File: config.mk
export PLATFORM = sky130hd
export DESIGN_NAME = ipdc_window_engine
export DESIGN_NICKNAME = d
export VERILOG_FILES = /design/src/rtl/ipdc_pkg.sv /design/src/rtl/ipdc_img_buf.sv /design/src/rtl/ipdc_window_engine.sv
export SDC_FILE = /design/constraint.sdc
export NUM_CORES = 2
export LEC_CHECK = 0
export CORE_MARGIN = 2
export CORE_UTILIZATION = 42
export DETAILED_ROUTE_END_ITERATION = 8
export PLACE_DENSITY = 0.61
export SETUP_SLACK_MARGIN = 0.15
export SLEW_MARGIN = 20
export SYNTH_ARGS = -nofsm -noshare
export SYNTH_HDL_FRONTEND = slang
export SYNTH_HIERARCHICAL = 1
export SYNTH_SLANG_ARGS = --single-unit
File: constraint.sdc
create_clock -name i_clk -period 6.4 [get_ports i_clk]
set_input_delay 0.64 -clock i_clk [delete_from_list [all_inputs] [get_ports i_clk]]
set_output_delay 0.64 -clock i_clk [all_outputs]
set_load 0.01 [all_outputs]
File: src/rtl/ipdc_pkg.sv
// Shared types for the image-display window engine: opcodes, FSM states,
// and a width helper that never returns zero.
package ipdc_pkg;

  typedef enum logic [2:0] {
    OP_LOAD    = 3'b000,
    OP_RIGHT   = 3'b001,
    OP_DOWN    = 3'b010,
    OP_DEFAULT = 3'b011,
    OP_ZOOM    = 3'b100,
    OP_LEFT    = 3'b101,
    OP_UP      = 3'b110,
    OP_NOP     = 3'b111
  } ipdc_op_e;

  typedef enum logic [2:0] {
    S_IDLE,
    S_LOAD,
    S_UPDATE,
    S_NOP,
    S_DISP
  } ipdc_state_e;

  function automatic int unsigned ipdc_width(input int unsigned n);
    return (n > 1) ? $clog2(n) : 1;
  endfunction

endpackage

File: src/rtl/ipdc_img_buf.sv
// Frame storage: one raster-indexed write port and one combinational
// (row, col) read port.
module ipdc_img_buf
  import ipdc_pkg::*;
#(
  parameter int unsigned DATA_W  = 24,
  parameter int unsigned IMG_DIM = 8
) (
  input  logic                                     i_clk,
  input  logic                                     i_we,
  input  logic [ipdc_width(IMG_DIM*IMG_DIM)-1:0]   i_waddr,
  input  logic [DATA_W-1:0]                        i_wdata,
  input  logic [ipdc_width(IMG_DIM)-1:0]           i_rd_row,
  input  logic [ipdc_width(IMG_DIM)-1:0]           i_rd_col,
  output logic [DATA_W-1:0]                        o_rd_data
);

  localparam int unsigned PIX_W = ipdc_width(IMG_DIM*IMG_DIM);

  logic [DATA_W-1:0] mem [IMG_DIM*IMG_DIM];
  logic [PIX_W-1:0]  rd_idx;

  always_ff @(posedge i_clk) begin
    if (i_we) mem[i_waddr] <= i_wdata;
  end

  assign rd_idx    = PIX_W'(int'(i_rd_row) * IMG_DIM + int'(i_rd_col));
  assign o_rd_data = mem[rd_idx];

endmodule

File: src/rtl/ipdc_window_engine.sv
// Image-display controller: frame load, origin/stride update with saturating
// shifts, and a backpressured raster stream of the display window.
module ipdc_window_engine
  import ipdc_pkg::*;
#(
  parameter int unsigned DATA_W  = 24,
  parameter int unsigned IMG_DIM = 8,
  parameter int unsigned WIN_DIM = 4
) (
  input  logic              i_clk,
  input  logic              i_rst,
  input  logic              i_op_valid,
  input  logic [2:0]        i_op_mode,
  input  logic              i_in_valid,
  input  logic [DATA_W-1:0] i_in_data,
  output logic              o_in_ready,
  input  logic              i_out_ready,
  output logic              o_out_valid,
  output logic [DATA_W-1:0] o_out_data
);

  localparam int unsigned COORD_W = ipdc_width(IMG_DIM);
  localparam int unsigned PIX_W   = ipdc_width(IMG_DIM*IMG_DIM);
  localparam int unsigned CNT_W   = ipdc_width(WIN_DIM*WIN_DIM+1);
  localparam int unsigned WIN_W   = ipdc_width(WIN_DIM);

  localparam logic [COORD_W-1:0] MAX_S1   = COORD_W'(IMG_DIM - WIN_DIM);
  localparam logic [COORD_W-1:0] MAX_S2   = COORD_W'(IMG_DIM - 2*WIN_DIM + 1);
  localparam logic [COORD_W-1:0] ZOOM_ORG = COORD_W'((IMG_DIM - WIN_DIM) / 2);
  localparam logic [PIX_W-1:0]   LAST_PIX = PIX_W'(IMG_DIM*IMG_DIM - 1);
  localparam logic [CNT_W-1:0]   LAST_WIN = CNT_W'(WIN_DIM*WIN_DIM - 1);
  localparam logic [WIN_W-1:0]   WIN_END  = WIN_W'(WIN_DIM - 1);

  ipdc_state_e          state_q, state_nxt;
  ipdc_op_e             op_q;
  logic [COORD_W-1:0]   row_q, col_q;
  logic                 stride_two_q;
  logic [PIX_W-1:0]     ld_idx_q;
  logic [CNT_W-1:0]     win_cnt_q;
  logic [WIN_W-1:0]     win_r_q, win_c_q, nxt_r, nxt_c;

  logic [COORD_W-1:0]   upd_row, upd_col, sh_max;
  logic                 upd_two;
  logic [COORD_W-1:0]   base_r, base_c, rd_row, rd_col;
  logic [WIN_W-1:0]     off_r, off_c;
  logic                 rd_two;
  logic [DATA_W-1:0]    rd_data;

  logic op_accept, ld_we, handshake, ld_last, win_last;

  assign op_accept = (state_q == S_IDLE) && i_op_valid;
  assign ld_we     = (state_q == S_LOAD) && i_in_valid && !i_rst;
  assign ld_last   = ld_idx_q == LAST_PIX;
  assign handshake = (state_q == S_DISP) && o_out_valid && i_out_ready;
  assign win_last  = win_cnt_q == LAST_WIN;

  ipdc_img_buf #(
    .DATA_W  (DATA_W),
    .IMG_DIM (IMG_DIM)
  ) u_img_buf (
    .i_clk     (i_clk),
    .i_we      (ld_we),
    .i_waddr   (ld_idx_q),
    .i_wdata   (i_in_data),
    .i_rd_row  (rd_row),
    .i_rd_col  (rd_col),
    .o_rd_data (rd_data)
  );

  // Origin/stride the pending op will produce; shifts saturate at the
  // legal range for the current stride.
  always_comb begin
    upd_row = row_q;
    upd_col = col_q;
    upd_two = stride_two_q;
    sh_max  = stride_two_q ? MAX_S2 : MAX_S1;
    case (op_q)
      OP_RIGHT:   if (col_q < sh_max) upd_col = col_q + COORD_W'(1);
      OP_LEFT:    if (col_q != '0)    upd_col = col_q - COORD_W'(1);
      OP_DOWN:    if (row_q < sh_max) upd_row = row_q + COORD_W'(1);
      OP_UP:      if (row_q != '0)    upd_row = row_q - COORD_W'(1);
      OP_DEFAULT: begin
        upd_row = '0;
        upd_col = '0;
        upd_two = 1'b1;
      end
      OP_ZOOM: begin
        upd_row = ZOOM_ORG;
        upd_col = ZOOM_ORG;
        upd_two = 1'b0;
      end
      default: ;
    endcase
  end

  // Read address looks one pixel ahead so the output register is loaded
  // on the same edge as the handshake (or the UPDATE edge for pixel 0).
  always_comb begin
    nxt_c = (win_c_q == WIN_END) ? '0 : win_c_q + WIN_W'(1);
    nxt_r = (win_c_q == WIN_END) ? win_r_q + WIN_W'(1) : win_r_q;
    if (state_q == S_UPDATE) begin
      base_r = upd_row;
      base_c = upd_col;
      rd_two = upd_two;
      off_r  = '0;
      off_c  = '0;
    end else begin
      base_r = row_q;
      base_c = col_q;
      rd_two = stride_two_q;
      off_r  = nxt_r;
      off_c  = nxt_c;
    end
    rd_row = base_r + (rd_two ? COORD_W'({off_r, 1'b0}) : COORD_W'(off_r));
    rd_col = base_c + (rd_two ? COORD_W'({off_c, 1'b0}) : COORD_W'(off_c));
  end

  always_ff @(posedge i_clk) begin
    if (i_rst) state_q <= S_IDLE;
    else       state_q <= state_nxt;
  end

  always_comb begin
    state_nxt = state_q;
    case (state_q)
      S_IDLE: begin
        if (i_op_valid) begin
          case (ipdc_op_e'(i_op_mode))
            OP_LOAD: state_nxt = S_LOAD;
            OP_NOP:  state_nxt = S_NOP;
            default: state_nxt = S_UPDATE;
          endcase
        end
      end
      S_LOAD:   if (i_in_valid && ld_last) state_nxt = S_IDLE;
      S_UPDATE: state_nxt = S_DISP;
      S_NOP:    state_nxt = S_IDLE;
      S_DISP:   if (handshake && win_last) state_nxt = S_IDLE;
      default:  state_nxt = S_IDLE;
    endcase
  end

  always_ff @(posedge i_clk) begin
    if (i_rst) begin
      o_in_ready   <= 1'b1;
      o_out_valid  <= 1'b0;
      o_out_data   <= '0;
      op_q         <= OP_NOP;
      row_q        <= '0;
      col_q        <= '0;
      stride_two_q <= 1'b1;
      ld_idx_q     <= '0;
      win_cnt_q    <= '0;
      win_r_q      <= '0;
      win_c_q      <= '0;
    end else begin
      o_in_ready <= (state_nxt == S_IDLE);
      if (op_accept) op_q <= ipdc_op_e'(i_op_mode);
      if (ld_we) ld_idx_q <= ld_last ? '0 : ld_idx_q + PIX_W'(1);
      if (state_q == S_UPDATE) begin
        row_q        <= upd_row;
        col_q        <= upd_col;
        stride_two_q <= upd_two;
        win_cnt_q    <= '0;
        win_r_q      <= '0;
        win_c_q      <= '0;
        o_out_valid  <= 1'b1;
        o_out_data   <= rd_data;
      end
      if (handshake) begin
        if (win_last) begin
          o_out_valid <= 1'b0;
        end else begin
          win_cnt_q  <= win_cnt_q + CNT_W'(1);
          win_r_q    <= nxt_r;
          win_c_q    <= nxt_c;
          o_out_data <= rd_data;
        end
      end
    end
  end

endmodule

==> impl_metrics.py <==
metrics = {
    "finish": {
        "final_net_count": 3162,
        "ff_latch_area_um2": 47200,
        "final_cells": 5160,
        "nFillCells": 11584,
        "areaGrowthSynthToFinish_pct": 13.7,
        "final_layout_size_suffix_gt1_share_pct": 27.3,
        "fin_util_pct": 48.1,
        "multi_input_area_um2": 13700,
    },
    "routing": {
        "wl_um": 158000,
        "via_count": 30993,
        "ant_nets": 0,
        "first_iter_violations": 4259,
        "routedWlPerCell_um": 30.7,
        "drt-pass1-iter-count": 6,
        "avgViaCountPerCell": 6.01,
        "drc": 0,
    },
    "sta": {
        "setup_violations": 0,
        "setup_tns_ps": 0,
        "tightestPinTransition_ps": 997,
        "maxSlewViolCount": 0,
        "period_needed_ps": 5960,
        "hold_viol_final": 0,
        "setup_slack_ps": 435,
        "max_freq_ghz": 0.168,
        "finClkSkew_ps": 31.0,
        "grt_setup_unrepaired": "false",
        "fin_crit_sh_pct": 93.2,
        "relSlewSlack_pct": 33.3,
    },
    "floorplanning": {
        "die_width_um": 387,
        "die_y_um": 387,
        "rows": 140,
        "die_area_um2": 150000,
        "ios": 58,
        "initial_core_util_pct": 42.3,
        "coreArea_um2": 146000,
    },
    "synthesis": {
        "yosys.area_share.xor_xnor_pct": 0.142,
        "synth_compound_area_share_pct": 3.22,
        "synth_nets": 2958,
        "yosys.area_share.simple_pct": 2.59,
        "synth_mux_area_share_pct": 15.6,
        "synth_fa_ha_area_share_pct": 0.329,
        "postSynthAreaPerCell_um2": 21.1,
        "synth_top_family_by_area": "multiplexers",
        "yosys.area.top_type_share_pct": 74.9,
        "synth.distinct_cells": 70,
        "yosysSeqAreaShare_pct": 76.7,
        "synthCells": 2911,
        "ys_warn_count": 6,
        "ys.flop_type": "edfxtp_1",
        "synthTopCellsByArea": "edfxtp_1, mux4_2, dfxtp_1, mux2i_1, mux2_2",
        "syn_area_um2": 61600,
        "yosysTopAreaCell": "edfxtp_1",
        "synth_seq_cells": 1590,
        "synth_edf_count": 1536,
        "async_reset_ff_share_pct": 0,
    },
    "global_routing": {
        "grt_overflow": 0,
        "grt_pass1_wl_um": 226000,
        "grt_max_degree": 65,
        "antenna_found_initial": 11,
        "grt_pass1_vias": 30467,
        "track_usage_pct": 21.1,
    },
    "worst_setup_path": {
        "critPathRequiredTime_ps": 7120,
        "worstPathArrival_ps": 6680,
        "r2r_setup_slack_ps": 440,
        "slowest_delay_ps": 810,
        "slowest_stage": "a221oi_1",
        "cp_max_fo": 32,
        "startpoint_type": "register",
        "cp_num_buf_inv": 2,
        "end_kind": "register",
        "path_class": "reg -> reg",
        "cp_top_family": "compound AO/OA/AOI/OAI gates",
        "crit_chain": "nor3b_4, o211ai_1, o21ba_2, mux2i_1, ha_4, fa_4, xor2_1, xor2_4, buf_12, buf_4, mux4_2, mux2_2, o22ai_1, a221oi_1, o21a_1, nand2_1, a21oi_1",
    },
    "placement": {
        "place_congestion": 0.840,
        "place_ws_ps": 236,
        "dpl.hpwl_um": 92300,
        "port_buffers": 57,
        "dpl.cell_count": 4869,
    },
    "clock_network": {
        "post_cts_buffers": 0,
        "cts_made_buffers": 160,
        "clk_pin_slew_worst_paths_ps": 60,
        "cts_sinks": 1590,
        "insertion_delay_ps": 790,
        "cts_tree": "built",
        "cts_resized": 0,
        "cts_root_buf": "clkbuf_16",
        "htree_levels": 4,
        "cts.hold.buffers_added": 0,
        "clock_path_buffers": 3,
    },
    "pwr": {
        "totalPowerFinal_mw": 21.1,
        "pwr_density_cell_nw_per_um2": 301,
        "ir_worst_vdd_v": 0.000211,
        "leakagePower_nw": 21.2,
    },
    "status": {
        "outcome": "complete, no violations",
    },
    "flow_run": {
        "max_cap_viol_count": 0,
    },
    "hold_path": {
        "hp-class": "in -> reg",
    },
}
## flip-flops by register name, summed over array words and instances (netlist names)
signal and flops:
stride_two_q 1, row_q 3, o_in_ready 1, o_out_valid 1, op_q 3, u_img_buf/mem 1536, win_c_q 2, col_q 3
ld_idx_q 6, win_cnt_q 5, state_q 3, win_r_q 2, o_out_data 24
## stage by stage
stage	cell area (um2)	hold slack, ps
after floorplan	61600	454
after global placement	65000	466
after detailed placement	65000	478
after CTS	69900	401
after global routing	70000	435
final	70000	450
## metal layers
layer / vias up / global-route usage [%] / routed length (um)
li1: 12599 / - / -
met1: 16663 / 31.1 / 66900
met2: 1486 / 31.6 / 72700
met3: 239 / 4.65 / 14600
met4: 6 / 5.93 / 4130
met5: - / 0 / 26
## cell families after synthesis
| logic type | after synthesis |
|---|---|
| buffers and inverters | 170 |
| AO/OA/AOI/OAI | 282 |
| multiplexers | 507 |
| adder cells (fa/ha/maj) | 15 |
| XOR/XNOR | 10 |
| flip-flops | 1590 |
| AND/OR/NAND/NOR | 337 |
## layout make-up
type	instances	share of cell area, %
flip-flops and latches	1590	67.4
multi-input cells	1151	19.6
clock buffers	216	6.29
well taps	1917	3.43
repair buffers	200	2.37
clock inverters	73	0.753
inverters	12	0.0644
diodes	1	0.00358
## worst paths after layout
path | start | to | cells past startpoint
worst max register to register | state_q[1] | o_out_data[11] | 17
worst max-delay path | state_q[1] | o_out_data[11] | 17
worst min-delay path | i_rst | col_q[2] | 3
worst min register to register | win_r_q[0] | win_r_q[0] | 2
## synthesized netlist by cell type, types with 4 or more instances
| master | count |
|---|---|
| a31oi_1 | 13 |
| dfxtp_1 | 54 |
| mux4_2 | 355 |
| a22oi_1 | 33 |
| or3_1 | 13 |
| a221o_1 | 4 |
| a21oi_1 | 56 |
| xor2_1 | 7 |
| nand4_1 | 4 |
| o21a_1 | 14 |
| and2_1 | 6 |
| buf_1 | 13 |
| edfxtp_1 | 1536 |
| ha_1 | 13 |
| mux2_2 | 53 |
| nand2_1 | 100 |
| inv_1 | 10 |
| nor2b_1 | 16 |
| buf_2 | 48 |
| o21ai_0 | 20 |
| and3_1 | 22 |
| a221oi_1 | 52 |
| buf_4 | 33 |
| mux2i_1 | 99 |
| nand2b_1 | 9 |
| nor3_1 | 9 |
| or2_2 | 4 |
| clkbuf_1 | 52 |
| nand3_1 | 30 |
| o21ai_1 | 6 |
| buf_6 | 11 |
| nor2_1 | 107 |
| o211ai_1 | 5 |
| o22ai_1 | 53 |
## worst reg2reg max path, stage by stage (launching register included)
cell and delay [ps]:
dfxtp_1 460, nor3b_4 480, o211ai_1 230, o21ba_2 310
mux2i_1 140, ha_4 200, fa_4 490, xor2_1 360
xor2_4 640, buf_12 330, buf_4 460, mux4_2 300
mux2_2 160, o22ai_1 90, a221oi_1 810, o21a_1 240
nand2_1 70, a21oi_1 150
## layout by cell type, fill, tap and decap left out, types with 7 or more instances in the layout
cell,count
and3_1,22
buf_12,10
a221oi_1,47
a221oi_2,7
mux4_2,355
a21oi_1,56
a22oi_1,33
buf_4,131
clkinv_1,34
dfxtp_1,54
nor2_2,57
nand2_1,100
or3_1,13
a31oi_1,13
mux2_2,53
nor3_1,7
edfxtp_1,1536
clkbuf_1,43
mux2i_1,99
buf_2,26
nor2b_1,16
o21a_1,14
nand2b_1,9
nor2_1,44
clkinv_2,22
clkdlybuf4s50_1,32
clkbuf_16,165
o21ai_0,20
ha_1,11
clkbuf_8,8
nand3_1,30
inv_1,10
o22ai_1,53
## power breakdown
group	total, mW	internal [mW]	switching, mW	leakage (nW)
Sequential	11.5	11.4	0.0315	14.2
Combinational	0.760	0.239	0.522	4.56
Clock	8.86	5.05	3.81	2.41
Total	21.1	16.7	4.36	21.2
Power figures use the tool's default switching activity.
==> patch 1 (same settings) <==
Re-encode `ipdc_state_e` (5 states) as one-hot, 5 bits wide.
--- a/src/rtl/ipdc_pkg.sv
+++ b/src/rtl/ipdc_pkg.sv
@@ -15,8 +15,8 @@
 
-  typedef enum logic [2:0] {
-    S_IDLE,
-    S_LOAD,
-    S_UPDATE,
-    S_NOP,
-    S_DISP
+  typedef enum logic [4:0] {
+    S_IDLE   = 5'b00001,
+    S_LOAD   = 5'b00010,
+    S_UPDATE = 5'b00100,
+    S_NOP    = 5'b01000,
+    S_DISP   = 5'b10000
   } ipdc_state_e;
Check against the original RTL: same outputs for any inputs over 4 cycles, from zero or initial values and one cycle with i_rst high; so few cycles prove little.
==> patch 1 against the unedited design <==
First-iteration DRC count up 15%. Area after synthesis grew 0.30%. Via count rose by 0.60%. Sequential cell count grew 2. Fmax decreased by 1.1%. Wire length is 1.1% higher. Count of clock-buffer cells in the layout is 9 lower. Clock skew is 0.0099 ns lower. Worst setup slack got worse by 0.066 ns. Clock power grew 2.8%. Final area is 0.37% higher. Combinational power decreased by 35%. Critical path depth unchanged. Power down 0.11%. Largest power group unchanged. Highest routed layer is now met4.
==> patch 1: results (changes against the unedited design) <==
initial drt markers 4,919 (+15%); setup TNS 0 ns (unchanged); layout cell share with drive strength beyond 1 26.9% (-0.42 points); Cell Area, Placed 65,100 um^2 (+0.21%); worst slew pin tran 1.11 ns (+0.109 ns); Avg Cell Area, Syn 20.9 um^2 (-1.1%); H-tree depth 4 (unchanged); EDFF count, synth 1,536 (unchanged); routed wire length 160 mm (+1.1%); crit path max-delay cell type xnor2_2; Critical Path AT 6.68 ns (about the same); async set or reset register ratio after synthesis 0% (unchanged); Fillers 11,800 (+1.8%); Pre-antenna DRT Iters 6 (unchanged); clock buffer count from CTS 158 (-1.3%); vias in the first global route 30,800 (+1.1%); status complete, no violations; cts repair resizes 0 (unchanged); dpl hpwl 92.5 mm (+0.25%); Placer Congestion 0.856 (+1.9%); DR WL/cell 30.8 um (+0.44%); Via density 6.01 (about the same); initial antenna violation count 9 (-2); Synth cell types 70 (unchanged); Area contributors post-synth edfxtp_1 (75%), mux4_2 (13%), dfxtp_1 (1.8%); static leakage 0.0213 uW (+0.42%); first-pass GRT wire length 227 mm (+0.52%); XOR/XNOR Fraction of Synth Area 0.142% (-0.00043 points); Setup Skew 0.0211 ns (-0.00990 ns); Crit path largest cell delay 0.78 ns (-0.03 ns); most instantiated cells after synthesis edfxtp_1 (1,536), mux4_2 (355), nor2_1 (115); clock-pin slew on the worst setup and hold paths 0.06 ns (about the same); nets 3,193 (+0.98%); fraction of the mapped netlist area in adder cells 0.328% (-0.0010 points); top fanout value on the critical path 46 (+44%); Compound-Gate Fraction of Synth Area 3.19% (-0.034 points); top_reg_cell synth edfxtp_1; maximum vdd drop 0.298 mV (+41%); register area share after synthesis 76.5% (-0.17 points); Placed Instances 4,903 (+0.70%); multiplexer share of the synthesized area 15.5% (-0.076 points); pin count of the biggest net entering global routing 87 (+34%); IO buf count 57 (unchanged); Net Count, Synth 3,000 (+1.4%); GRT Overall Usage 21.2% (+0.14 points)
==> patch 1: changes by cell type after synthesis, sizes merged, moves of 4 or more <==
cell | unedited run | this run
a211o | 0 | 5
a21oi | 57 | 64
and3 | 22 | 18
mux2i | 99 | 95
nand2 | 100 | 106
nand3b | 3 | 7
nand4 | 4 | 8
nor2 | 107 | 115
nor2b | 16 | 21
==> patch 1: worst paths after layout <==
path                start              to  slack, ns  cells after the start
max          stride_two_q  o_out_data[18]       0.37                     17
min                 i_rst      state_q[4]       0.46                      3
max reg2reg  stride_two_q  o_out_data[18]       0.37                     17
min reg2reg  win_cnt_q[4]    win_cnt_q[4]       0.48                      2
==> patch 1: through the flow <==
| stage | worst slack (ns) | hold slack (ns) | power [uW] | util (%) |
|---|---|---|---|---|
| 4_1_cts | 0.450 | 0.422 | 21200 | 48.2 |
| 6_report | 0.369 | 0.462 | 21000 | 48.2 |
| 3_5_place_dp | 0.457 | 0.466 | 12200 | 44.7 |
| 3_3_place_gp | 0.587 | 0.451 | 12100 | 44.7 |
| 5_1_grt | 0.186 | 0.453 | 21600 | 48.2 |
| 2_1_floorplan | 2.24 | 0.439 | 11800 | - |
==> patch 1: final cells by class <==
cell class              instances  area [um^2]  area share, %
flip-flops and latches       1592        47200           67.3
repair buffers                194         1600           2.28
diodes                          1         2.50        0.00356
multi-input cells            1186        13800           19.7
well taps                    1917         2400           3.41
clock inverters                81          848           1.21
inverters                      14         57.6         0.0819
clock buffers                 207         4260           6.06
==> patch 1: report_power, final <==
group          switching (uW)  internal [uW]
Combinational             363            129
Clock                    3930           5180
Sequential               20.9          11400
Total                    4320          16700
==> patch 1: layer usage <==
metal	part of all wire, %	GRT usage [%]	vias up
met3	11	5.67	213
met5	0	0	-
met1	41	30.6	16600
li1	-	-	12700
met2	45	31.7	1640
met4	2.7	6.28	0
==> patch 2 (same settings) <==
Without the edit above. Set the parameter `WIN_DIM` to 6 (it was 4).
--- a/src/rtl/ipdc_window_engine.sv
+++ b/src/rtl/ipdc_window_engine.sv
@@ -7,3 +7,3 @@
   parameter int unsigned IMG_DIM = 8,
-  parameter int unsigned WIN_DIM = 4
+  parameter int unsigned WIN_DIM = 6
 ) (
Function: no difference found for any inputs over 4 cycles, from zero or initial values and one cycle with i_rst high; that may be too few to reach the edited logic, so the function may still have changed.
==> patch 2 against the unedited design <==
Sequential cell count is 3 higher. Worst setup slack worse by 0.16 ns. Global-route usage is 0.17 points higher. Wire length is 0.99% higher. Non-clock buffer count is 11 higher. Power is 3.4% higher. First-iteration DRC count is 0.14% lower. Area after synthesis is 0.48% higher. Final area is 0.90% higher. Critical path depth is 1 higher. Die area is 0.48% higher. Largest cell class unchanged.
==> patch 2: results (changes against the unedited design) <==
status complete, no violations; static leakage 0.0215 uW (+1.3%); async set or reset register ratio after synthesis 0% (unchanged); Placer Congestion 0.823 (-2.1%); Clock Latency Late Sink 0.81 ns (+0.02 ns); Synth cell types 66 (-5.7%); cts repair resizes 0 (unchanged); pre-CTS setup slack 0.313 ns (+0.0772 ns); setup bufs post-CTS 0 (unchanged); clock-pin slew on the worst setup and hold paths 0.06 ns (about the same); register area share after synthesis 76.4% (-0.27 points); combinational share of power 5.1% (+1.5 points); pin count of the biggest net entering global routing 75 (+15%); hold slack 0.412 ns (-0.0373 ns); layout cell share with drive strength beyond 1 27.3% (about the same); IO buf count 57 (unchanged); crit path max-delay cell type a221oi_1; Worst R2R Path Depth 18 (+1); biggest regs u_img_buf/mem: 1536 flops, o_out_data: 24 flops; GRT Overall Usage 21.2% (+0.17 points); worst r2r src stride_two_q; Area contributors post-synth edfxtp_1 (75%), mux4_2 (13%), dfxtp_1 (1.8%); multiplexer share of the synthesized area 15.5% (-0.075 points); Critical Path AT 6.84 ns (+0.16 ns); top fanout value on the critical path 72 (+130%); sink of the worst hold path u_img_buf/mem[11][14]; nets 3,227 (+2.1%); first-pass GRT wire length 228 mm (+1.1%); reg2reg end o_out_data[1]; Seq. pwr 11,500 uW (about the same); P_int 17,100 uW (+2.3%); Crit path largest cell delay 0.92 ns (+0.11 ns); reg2reg setup slack 0.27 ns (-0.16 ns); initial drt markers 4,253 (-0.14%); clk root buf clkbuf_16; hold path depth 1 (-2); initial antenna violation count 9 (-2); hold path startpoint i_in_data[14]; fraction of the mapped netlist area in adder cells 0.368% (+0.039 points); Pre-antenna DRT Iters 5 (-1); Compound-Gate Fraction of Synth Area 3.31% (+0.092 points); Setup Skew 0.0348 ns (+0.00381 ns); routed wire length 160 mm (+0.99%); dpl hpwl 93.2 mm (+1.0%); maximum vdd drop 0.251 mV (+19%); clock buffer count from CTS 163 (+1.9%); DR vias 31,500 (+1.6%); XOR/XNOR Fraction of Synth Area 0.170% (+0.028 points); Net Count, Synth 3,016 (+2.0%); EDFF count, synth 1,536 (unchanged); clock buffer depth 3 (unchanged); Slew headroom 23.4% (-9.9 points); synth warn 6 (unchanged); H-tree depth 4 (unchanged); most instantiated cells after synthesis edfxtp_1 (1,536), mux4_2 (355), nand2_1 (104)
-- patch 2: cell count changes after synthesis, moves of 5 or more --
cell | unedited run | this run
o21ai_0 | 20 | 32
buf_2 | 48 | 54
nand3b_1 | 3 | 12
a21oi_1 | 56 | 67
xnor2_1 | 3 | 8
clkbuf_1 | 52 | 57
-- patch 2: layer usage --
| metal | share of wire [%] | GRT usage, % | wire length [um] | vias to the layer above |
|---|---|---|---|---|
| met2 | 45 | 31.5 | 72500 | 1582 |
| met4 | 2.6 | 6.17 | 4140 | 4 |
| met5 | 0.014 | 0 | 23 | - |
| met1 | 42 | 31.4 | 67600 | 16900 |
| met3 | 9.8 | 4.90 | 15600 | 211 |
| li1 | - | - | - | 12800 |
-- patch 2: final cells by class --
class                   count  area (um^2)
well taps                1917         2400
flip-flops and latches   1593        47300
multi-input cells        1195        14000
repair buffers            211         1750
diodes                      4         10.0
inverters                  14         60.1
fillers                 11700        75300
clock inverters            96          910
clock buffers             198         4270
-- patch 2: worst max path at each step --
stage | startpoint | slack, ns | cells after the start | to
finish | stride_two_q | 0.27 | 18 | o_out_data[1]
floorplan | stride_two_q | 1.85 | 23 | o_out_data[15]
global route | stride_two_q | 0.14 | 16 | o_out_data[3]
CTS | stride_two_q | 0.29 | 19 | o_out_data[4]
global placement | stride_two_q | 0.48 | 19 | o_out_data[4]
detailed placement | stride_two_q | 0.31 | 19 | o_out_data[4]
-- patch 2: through the flow --
| step | std cells | area [um^2] | total power (uW) |
|---|---|---|---|
| floorplan | 2967 | 61900 | 12300 |
| global placement | 4928 | 65400 | 12800 |
| detailed placement | 4929 | 65400 | 12800 |
| CTS | 5223 | 70600 | 21900 |
| global route | 5224 | 70600 | 22400 |
| finish | 5228 | 70600 | 21800 |
